[config.mk]
export PLATFORM = sky130hd
export DESIGN_NAME = ws2812_stream_tx
export DESIGN_NICKNAME = d
export VERILOG_FILES = /design/src/rtl/ws2812_pkg.sv /design/src/rtl/ws2812_bit_encoder.sv /design/src/rtl/ws2812_stream_tx.sv
export SDC_FILE = /design/constraint.sdc
export NUM_CORES = 1
export LEC_CHECK = 0
export CAP_MARGIN = 25
export CORE_MARGIN = 8
export CORE_UTILIZATION = 32
export DETAILED_ROUTE_END_ITERATION = 10
export HOLD_SLACK_MARGIN = 0.03
export SYNTH_ARGS = -nofsm -noshare
export SYNTH_HDL_FRONTEND = slang
export SYNTH_SLANG_ARGS = --single-unit
[constraint.sdc]
create_clock -name CLOCK_50 -period 3.5 [get_ports CLOCK_50]
set_clock_uncertainty 0.2 [all_clocks]
set_input_delay 0.7 -clock CLOCK_50 [delete_from_list [all_inputs] [get_ports CLOCK_50]]
set_output_delay 0.7 -clock CLOCK_50 [all_outputs]
set_load 0.05 [all_outputs]
[src/rtl/ws2812_pkg.sv]
// Shared types, timing helpers and channel scaling for the WS2812 stream driver.
package ws2812_pkg;

  typedef enum logic [2:0] {
    IDLE,
    LOAD,
    HIGH,
    LOW,
    LATCH
  } state_t;

  localparam int unsigned DEF_CLK_HZ    = 50_000_000;
  localparam int unsigned DEF_T0H_NS    = 400;
  localparam int unsigned DEF_T1H_NS    = 800;
  localparam int unsigned DEF_TBIT_NS   = 1250;
  localparam int unsigned DEF_TLATCH_NS = 50_000;

  // Floor conversion; the clock is pre-divided to kHz so 64-bit math never overflows.
  function automatic longint unsigned ns_to_cycles(input longint unsigned clk_hz,
                                                   input longint unsigned ns);
    return (clk_hz / 1000) * ns / 1000000;
  endfunction

  function automatic logic [7:0] scale8(input logic [7:0] ch, input logic [7:0] level);
    return 8'((16'(ch) * 16'({1'b0, level} + 9'd1)) >> 8);
  endfunction

endpackage

[src/rtl/ws2812_bit_encoder.sv]
// Generates one NRZ bit (high phase then low phase) per accepted go; owns the data register.
module ws2812_bit_encoder #(
  parameter int unsigned T0H   = 20,
  parameter int unsigned T1H   = 40,
  parameter int unsigned TBIT  = 62,
  parameter int unsigned CNT_W = 12
) (
  input  logic clk,
  input  logic rst_n,
  input  logic go,
  input  logic bit_val,
  output logic data,
  output logic active,
  output logic high,
  output logic done
);

  logic [CNT_W-1:0] cnt;
  logic             cur_bit;

  // Last cycle of the low phase: a go seen here starts the next bit with no gap.
  assign done = active && !high && (cnt == '0);

  // NOTE: sequential state uses <= so every register samples pre-edge values.
  always_ff @(posedge clk) begin
    if (!rst_n) begin
      data    <= 1'b0;
      active  <= 1'b0;
      high    <= 1'b0;
      cur_bit <= 1'b0;
      cnt     <= '0;
    end else if (go && (!active || done)) begin
      data    <= 1'b1;
      active  <= 1'b1;
      high    <= 1'b1;
      cur_bit <= bit_val;
      cnt     <= bit_val ? CNT_W'(T1H - 1) : CNT_W'(T0H - 1);
    end else if (active) begin
      if (cnt != '0) begin
        cnt <= cnt - CNT_W'(1);
      end else if (high) begin
        data <= 1'b0;
        high <= 1'b0;
        cnt  <= cur_bit ? CNT_W'(TBIT - T1H - 1) : CNT_W'(TBIT - T0H - 1);
      end else begin
        active <= 1'b0;
      end
    end
  end

endmodule

[src/rtl/ws2812_stream_tx.sv]
// WS2812/SK6812 frame sender fed by a valid/ready pixel stream.
// Define WS2812_BRIGHTNESS_EN to add a global per-channel brightness input.
module ws2812_stream_tx
  import ws2812_pkg::*;
#(
  parameter int unsigned CLK_HZ         = DEF_CLK_HZ,
  parameter int unsigned NUM_PIXELS     = 16,
  parameter int unsigned BITS_PER_PIXEL = 24,
  parameter int unsigned T0H_NS         = DEF_T0H_NS,
  parameter int unsigned T1H_NS         = DEF_T1H_NS,
  parameter int unsigned TBIT_NS        = DEF_TBIT_NS,
  parameter int unsigned TLATCH_NS      = DEF_TLATCH_NS
) (
  input  logic                      CLOCK_50,
  input  logic                      RESET_N,
`ifdef WS2812_BRIGHTNESS_EN
  input  logic [7:0]                brightness,
`endif
  input  logic                      start,
  input  logic [BITS_PER_PIXEL-1:0] pix_data,
  input  logic                      pix_valid,
  output logic                      pix_ready,
  output logic                      busy,
  output logic                      frame_done,
  output logic                      underrun,
  output logic                      data
);

  localparam int unsigned T0H     = 32'(ns_to_cycles(CLK_HZ, T0H_NS));
  localparam int unsigned T1H     = 32'(ns_to_cycles(CLK_HZ, T1H_NS));
  localparam int unsigned TBIT    = 32'(ns_to_cycles(CLK_HZ, TBIT_NS));
  localparam int unsigned TLATCH  = 32'(ns_to_cycles(CLK_HZ, TLATCH_NS));
  localparam int unsigned CNT_MAX = (TBIT > TLATCH) ? TBIT : TLATCH;
  localparam int unsigned CNT_W   = $clog2(CNT_MAX + 1);
  localparam int unsigned PIX_W   = $clog2(NUM_PIXELS + 1);
  localparam int unsigned BIT_W   = $clog2(BITS_PER_PIXEL);

  state_t                    state, state_next;
  logic [BITS_PER_PIXEL-1:0] buf_q, load_word, shift_q;
  logic                      buf_full;
  logic [PIX_W-1:0]          pix_cnt;
  logic [BIT_W-1:0]          bit_idx;
  logic [CNT_W-1:0]          lcnt;
  logic                      enc_go, enc_bit, enc_active, enc_high, enc_done;
  logic                      last_bit;

`ifdef WS2812_BRIGHTNESS_EN
  always_comb begin
    load_word = buf_q;
    for (int c = 0; c < BITS_PER_PIXEL / 8; c++)
      load_word[c*8 +: 8] = scale8(buf_q[c*8 +: 8], brightness);
  end
`else
  assign load_word = buf_q;
`endif

  assign pix_ready = !buf_full;
  assign busy      = (state != IDLE);
  assign last_bit  = (bit_idx == BIT_W'(BITS_PER_PIXEL - 1));

  // NOTE: every output of this block gets a default first so no latch is inferred.
  always_comb begin
    state_next = state;
    enc_go     = 1'b0;
    enc_bit    = shift_q[BITS_PER_PIXEL-1];
    case (state)
      IDLE: if (start) state_next = LOAD;
      LOAD: begin
        if (buf_full) begin
          state_next = HIGH;
          // Later pixels start their first bit straight from LOAD to keep the gap to one cycle.
          if (pix_cnt != '0) begin
            enc_go  = 1'b1;
            enc_bit = load_word[BITS_PER_PIXEL-1];
          end
        end else if (pix_cnt != '0) begin
          state_next = LATCH;
        end
      end
      HIGH: begin
        enc_go = !enc_active;
        if (enc_active && !enc_high) state_next = LOW;
      end
      LOW: begin
        if (enc_done) begin
          if (last_bit) begin
            state_next = (pix_cnt == PIX_W'(NUM_PIXELS - 1)) ? LATCH : LOAD;
          end else begin
            enc_go     = 1'b1;
            enc_bit    = shift_q[BITS_PER_PIXEL-2];
            state_next = HIGH;
          end
        end
      end
      LATCH:   if (lcnt == '0) state_next = IDLE;
      default: state_next = IDLE;
    endcase
  end

  // NOTE: the pixel buffer is reset too, so a reset discards a half-delivered word.
  always_ff @(posedge CLOCK_50) begin
    if (!RESET_N) begin
      state      <= IDLE;
      buf_q      <= '0;
      buf_full   <= 1'b0;
      shift_q    <= '0;
      bit_idx    <= '0;
      pix_cnt    <= '0;
      lcnt       <= '0;
      frame_done <= 1'b0;
      underrun   <= 1'b0;
    end else begin
      state      <= state_next;
      frame_done <= (state == LATCH) && (lcnt == '0);
      underrun   <= (state == LOAD) && !buf_full && (pix_cnt != '0);

      if (pix_valid && !buf_full) begin
        buf_q    <= pix_data;
        buf_full <= 1'b1;
      end
      if (state == LOAD && buf_full) begin
        buf_full <= 1'b0;
        shift_q  <= load_word;
        bit_idx  <= '0;
      end
      if (state == LOW && enc_done) begin
        if (last_bit) begin
          pix_cnt <= pix_cnt + PIX_W'(1);
        end else begin
          shift_q <= shift_q << 1;
          bit_idx <= bit_idx + BIT_W'(1);
        end
      end
      if (state == IDLE && start) pix_cnt <= '0;

      if (state_next == LATCH && state != LATCH) lcnt <= CNT_W'(TLATCH - 1);
      else if (lcnt != '0)                       lcnt <= lcnt - CNT_W'(1);
    end
  end

  ws2812_bit_encoder #(
    .T0H   (T0H),
    .T1H   (T1H),
    .TBIT  (TBIT),
    .CNT_W (CNT_W)
  ) u_enc (
    .clk     (CLOCK_50),
    .rst_n   (RESET_N),
    .go      (enc_go),
    .bit_val (enc_bit),
    .data    (data),
    .active  (enc_active),
    .high    (enc_high),
    .done    (enc_done)
  );

endmodule

==> impl_metrics.csv <==
group,metric,value,unit
synthesis,synth_most_common_cell,"dfxtp_1",
placed_design,portBuffers,32,
cells_and_area,final_nets,570,
cts,clock_latency,0.35,ns
global_routing,grt_pass1_wl,17440,um
critical_path,rr_startpoint,"u_enc.cnt[6]$_SDFFE_PN0P_",
timing,finalCritPeriodShare,83.10,%
timing,fmax,0.3438,GHz
cts,clk_pin_slew,0.07,ns
route,via_per_inst,5.145,
critical_path,end_kind,"flip-flop",
power_and_ir_drop,power_density,560.5,nW/um^2
route,drt-initial-drc-count,191,
placed_design,dp_hpwl,6912,um
synthesis,syn-cell-area,4382,sq um
route,dr.pass1.iters,4,
power_and_ir_drop,power,0.002899,W
critical_path,regToRegEndpoint,"u_enc.cnt[7]$_SDFFE_PN0P_",
critical_path,required,3.57,ns
route,post_drt_wl_per_cell,13.81,um
critical_path,r2r_cells,5,
critical_path,arrival,2.98,ns
cts,cts_setup_buffers,0,
global_routing,antenna_found_initial,0,
cells_and_area,drive_gt1_share,6.852,%
cts,htreeDepth,3,
synthesis,synth_common_cells,"92 x dfxtp_1, 80 x nand2_1, 46 x nor2_1",
min_path,min_path_cells,2,
global_routing,grt_pass1_vias,3696,
cts,cts_sinks,92,
die,dieWidth,133.0,um
timing,setup_tns,0,ns
synthesis,syn_avg_cell_area,8.541,sq um
die,io_pins,33,
timing,worst_pin_slew,0.8268,ns
synthesis,synthTopCellsByArea,"dfxtp_1 42%, nand2_1 6.9%, a21boi_0 4.6%",
critical_path,crit_fanout,15,
power_and_ir_drop,peakVddDrop,264.9,uV
timing,hold_viol_final,0,
synthesis,synth-seq-cells,92,
synthesis,ys.flop_type,"dfxtp_1",
power_and_ir_drop,leakagePower,2.064,nW
status,status,"finished, final reports clean",
global_routing,track_usage,11.78,%
die,die_h,133.0,um
cts,cts_hold_buf,0,
min_path,min_to,"u_enc.data$_SDFFE_PN0P_",
critical_path,rrSetupSlack,0.59,ns
placed_design,gp_congestion,0.8036,
synthesis,netlist_instances,513,
timing,max-slew-margin-rel,44.75,%
route,drt_wl_total,9889,um
cells_and_area,n_antenna_cell,0,
critical_path,path_class,"reg -> reg",
min_path,hold_start,"u_enc.data$_SDFFE_PN0P_",
cts,cts_tree,"done",
min_path,hp-class,"reg -> reg",
timing,drv_slew,0,
synthesis,async_flop_share,0,%
cts,cts_resized,0,
global_routing,gr-total-overflow,0,
cts,numCtsBuffers,9,
synthesis,netlist.top_cell.by_area,"dfxtp_1",
route,postRouteAntennaNets,0,
critical_path,cp-start-kind,"flip-flop",
route,vias,3684,
die,num_rows,42,
die,die-area,17690,sq um
cts,clockBufferDepth,2,
cells_and_area,area_growth,18.05,%
cts,root_buffer,"clkbuf_16",
synthesis,ys_warn_count,0,
route,drc,0,
die,coreArea,13300,sq um
timing,rsz0062_at_grt,"false",
synthesis,ys_types,60,
die,start_util,32.96,%
timing,finalCriticalPeriod,2.908,ns
flow_run,maxCapViolCount,0,
synthesis,syn_nets,548,
global_routing,grt_max_degree,50,
synthesis,synth_edf_count,0,
synthesis,yosysSeqAreaShare,42.03,%
synthesis,yosys.area.top_type_share,42.03,%
timing,setup_viol,0,
-- how the worst max path moves through the flow --
stage / start / endpoint / slack [ns] / depth (start not counted)
3_5_place_dp: u_enc.cnt[6]$_SDFFE_PN0P_ / u_enc.cnt[7]$_SDFFE_PN0P_ / 0.60 / 5
2_1_floorplan: u_enc.cnt[6]$_SDFFE_PN0P_ / u_enc.cnt[9]$_SDFFE_PN0P_ / 1.02 / 7
4_1_cts: u_enc.cnt[6]$_SDFFE_PN0P_ / u_enc.cnt[7]$_SDFFE_PN0P_ / 0.57 / 5
3_3_place_gp: u_enc.cnt[6]$_SDFFE_PN0P_ / u_enc.cnt[9]$_SDFFE_PN0P_ / 0.71 / 5
5_1_grt: u_enc.cnt[6]$_SDFFE_PN0P_ / u_enc.cnt[7]$_SDFFE_PN0P_ / 0.38 / 5
6_report: u_enc.cnt[6]$_SDFFE_PN0P_ / u_enc.cnt[7]$_SDFFE_PN0P_ / 0.59 / 5
-- metal layers --
metal	GRT usage [%]	part of all wire [%]
met1	13.81	45
met2	19.65	48
met3	3.936	5.7
met4	4.038	1.3
met5	0	0
-- critical path, stage by stage (launching register included) --
cell and delay, ns:
dfxtp_1 0.34, or4_1 0.71, o41a_1 0.54, a211oi_2 0.67, o21ai_0 0.20, a21oi_1 0.17
-- layout by cell type (no fill, tap or decap), types with 3 or more instances in the layout --
master           netlist  final
o21ai_0               17     17
ha_1                   7      7
nor3_1                 9      9
a21oi_1               27     27
nor2_1                46     46
o21a_1                 3      3
inv_1                 13     13
buf_4                  0     10
nand2b_1               5      5
nor3b_1                3      3
or3_1                  5      5
xor2_1                 3      3
xnor2_1               10     10
nor4_1                12     12
clkbuf_16              0      9
o41ai_1                3      3
nand3_1               15     15
dfxtp_1               92     92
and3_1                 4      4
clkdlybuf4s50_1        0     32
a211oi_1              21     21
o211a_1                8      8
mux2i_1               20     20
nand3b_1               3      3
or4b_1                 3      3
or4_1                  5      5
a21boi_0              27     27
nand2_1               80     80
-- sequential cells by signal (all words and copies together), names as in the netlist, 3 cells and up --
| name | cells |
|---|---|
| buf_q | 24 |
| shift_q | 24 |
| lcnt | 12 |
| u_enc.cnt | 12 |
| bit_idx | 5 |
| pix_cnt | 5 |
| state | 3 |
-- layout make-up --
class	count	area, sq um
fill	1331	8123
clock buffer	10	229.0
inverter	14	52.55
sequential	92	1842
multi-input combinational	376	2362
timing repair buffer	42	395.4
tap	176	220.2
clock inverter	6	71.32
-- power by group --
part | total, W | internal, W | switching [W]
Clock | 0.000993 | 0.000561 | 0.000432
Sequential | 0.00120 | 0.00113 | 0.0000737
Combinational | 0.000705 | 0.000296 | 0.000409
-- logic make-up after synthesis --
group	synth area share, %
xor+xnor	2.599
buf+inv	4.112
flops	42.03
simple gates	24.30
compound gates	20.05
mux	4.911
fa+ha+maj	1.999
-- per-stage QoR --
stage | hold slack, ns | area, sq um | instances | util, % | worst slack, ns
4_1_cts | 0.2649 | 5172 | 716 | 38.90 | 0.5735
5_1_grt | 0.2876 | 5172 | 716 | 38.90 | 0.3779
3_3_place_gp | 0.2519 | 4872 | 700 | 36.65 | 0.7069
3_5_place_dp | 0.2545 | 4872 | 700 | 36.65 | 0.5971
6_report | 0.2591 | 5172 | 716 | 38.90 | 0.5915
2_1_floorplan | 0.2428 | 4382 | 513 | - | 1.017
Note: power is estimated with default switching activity, not from simulation.
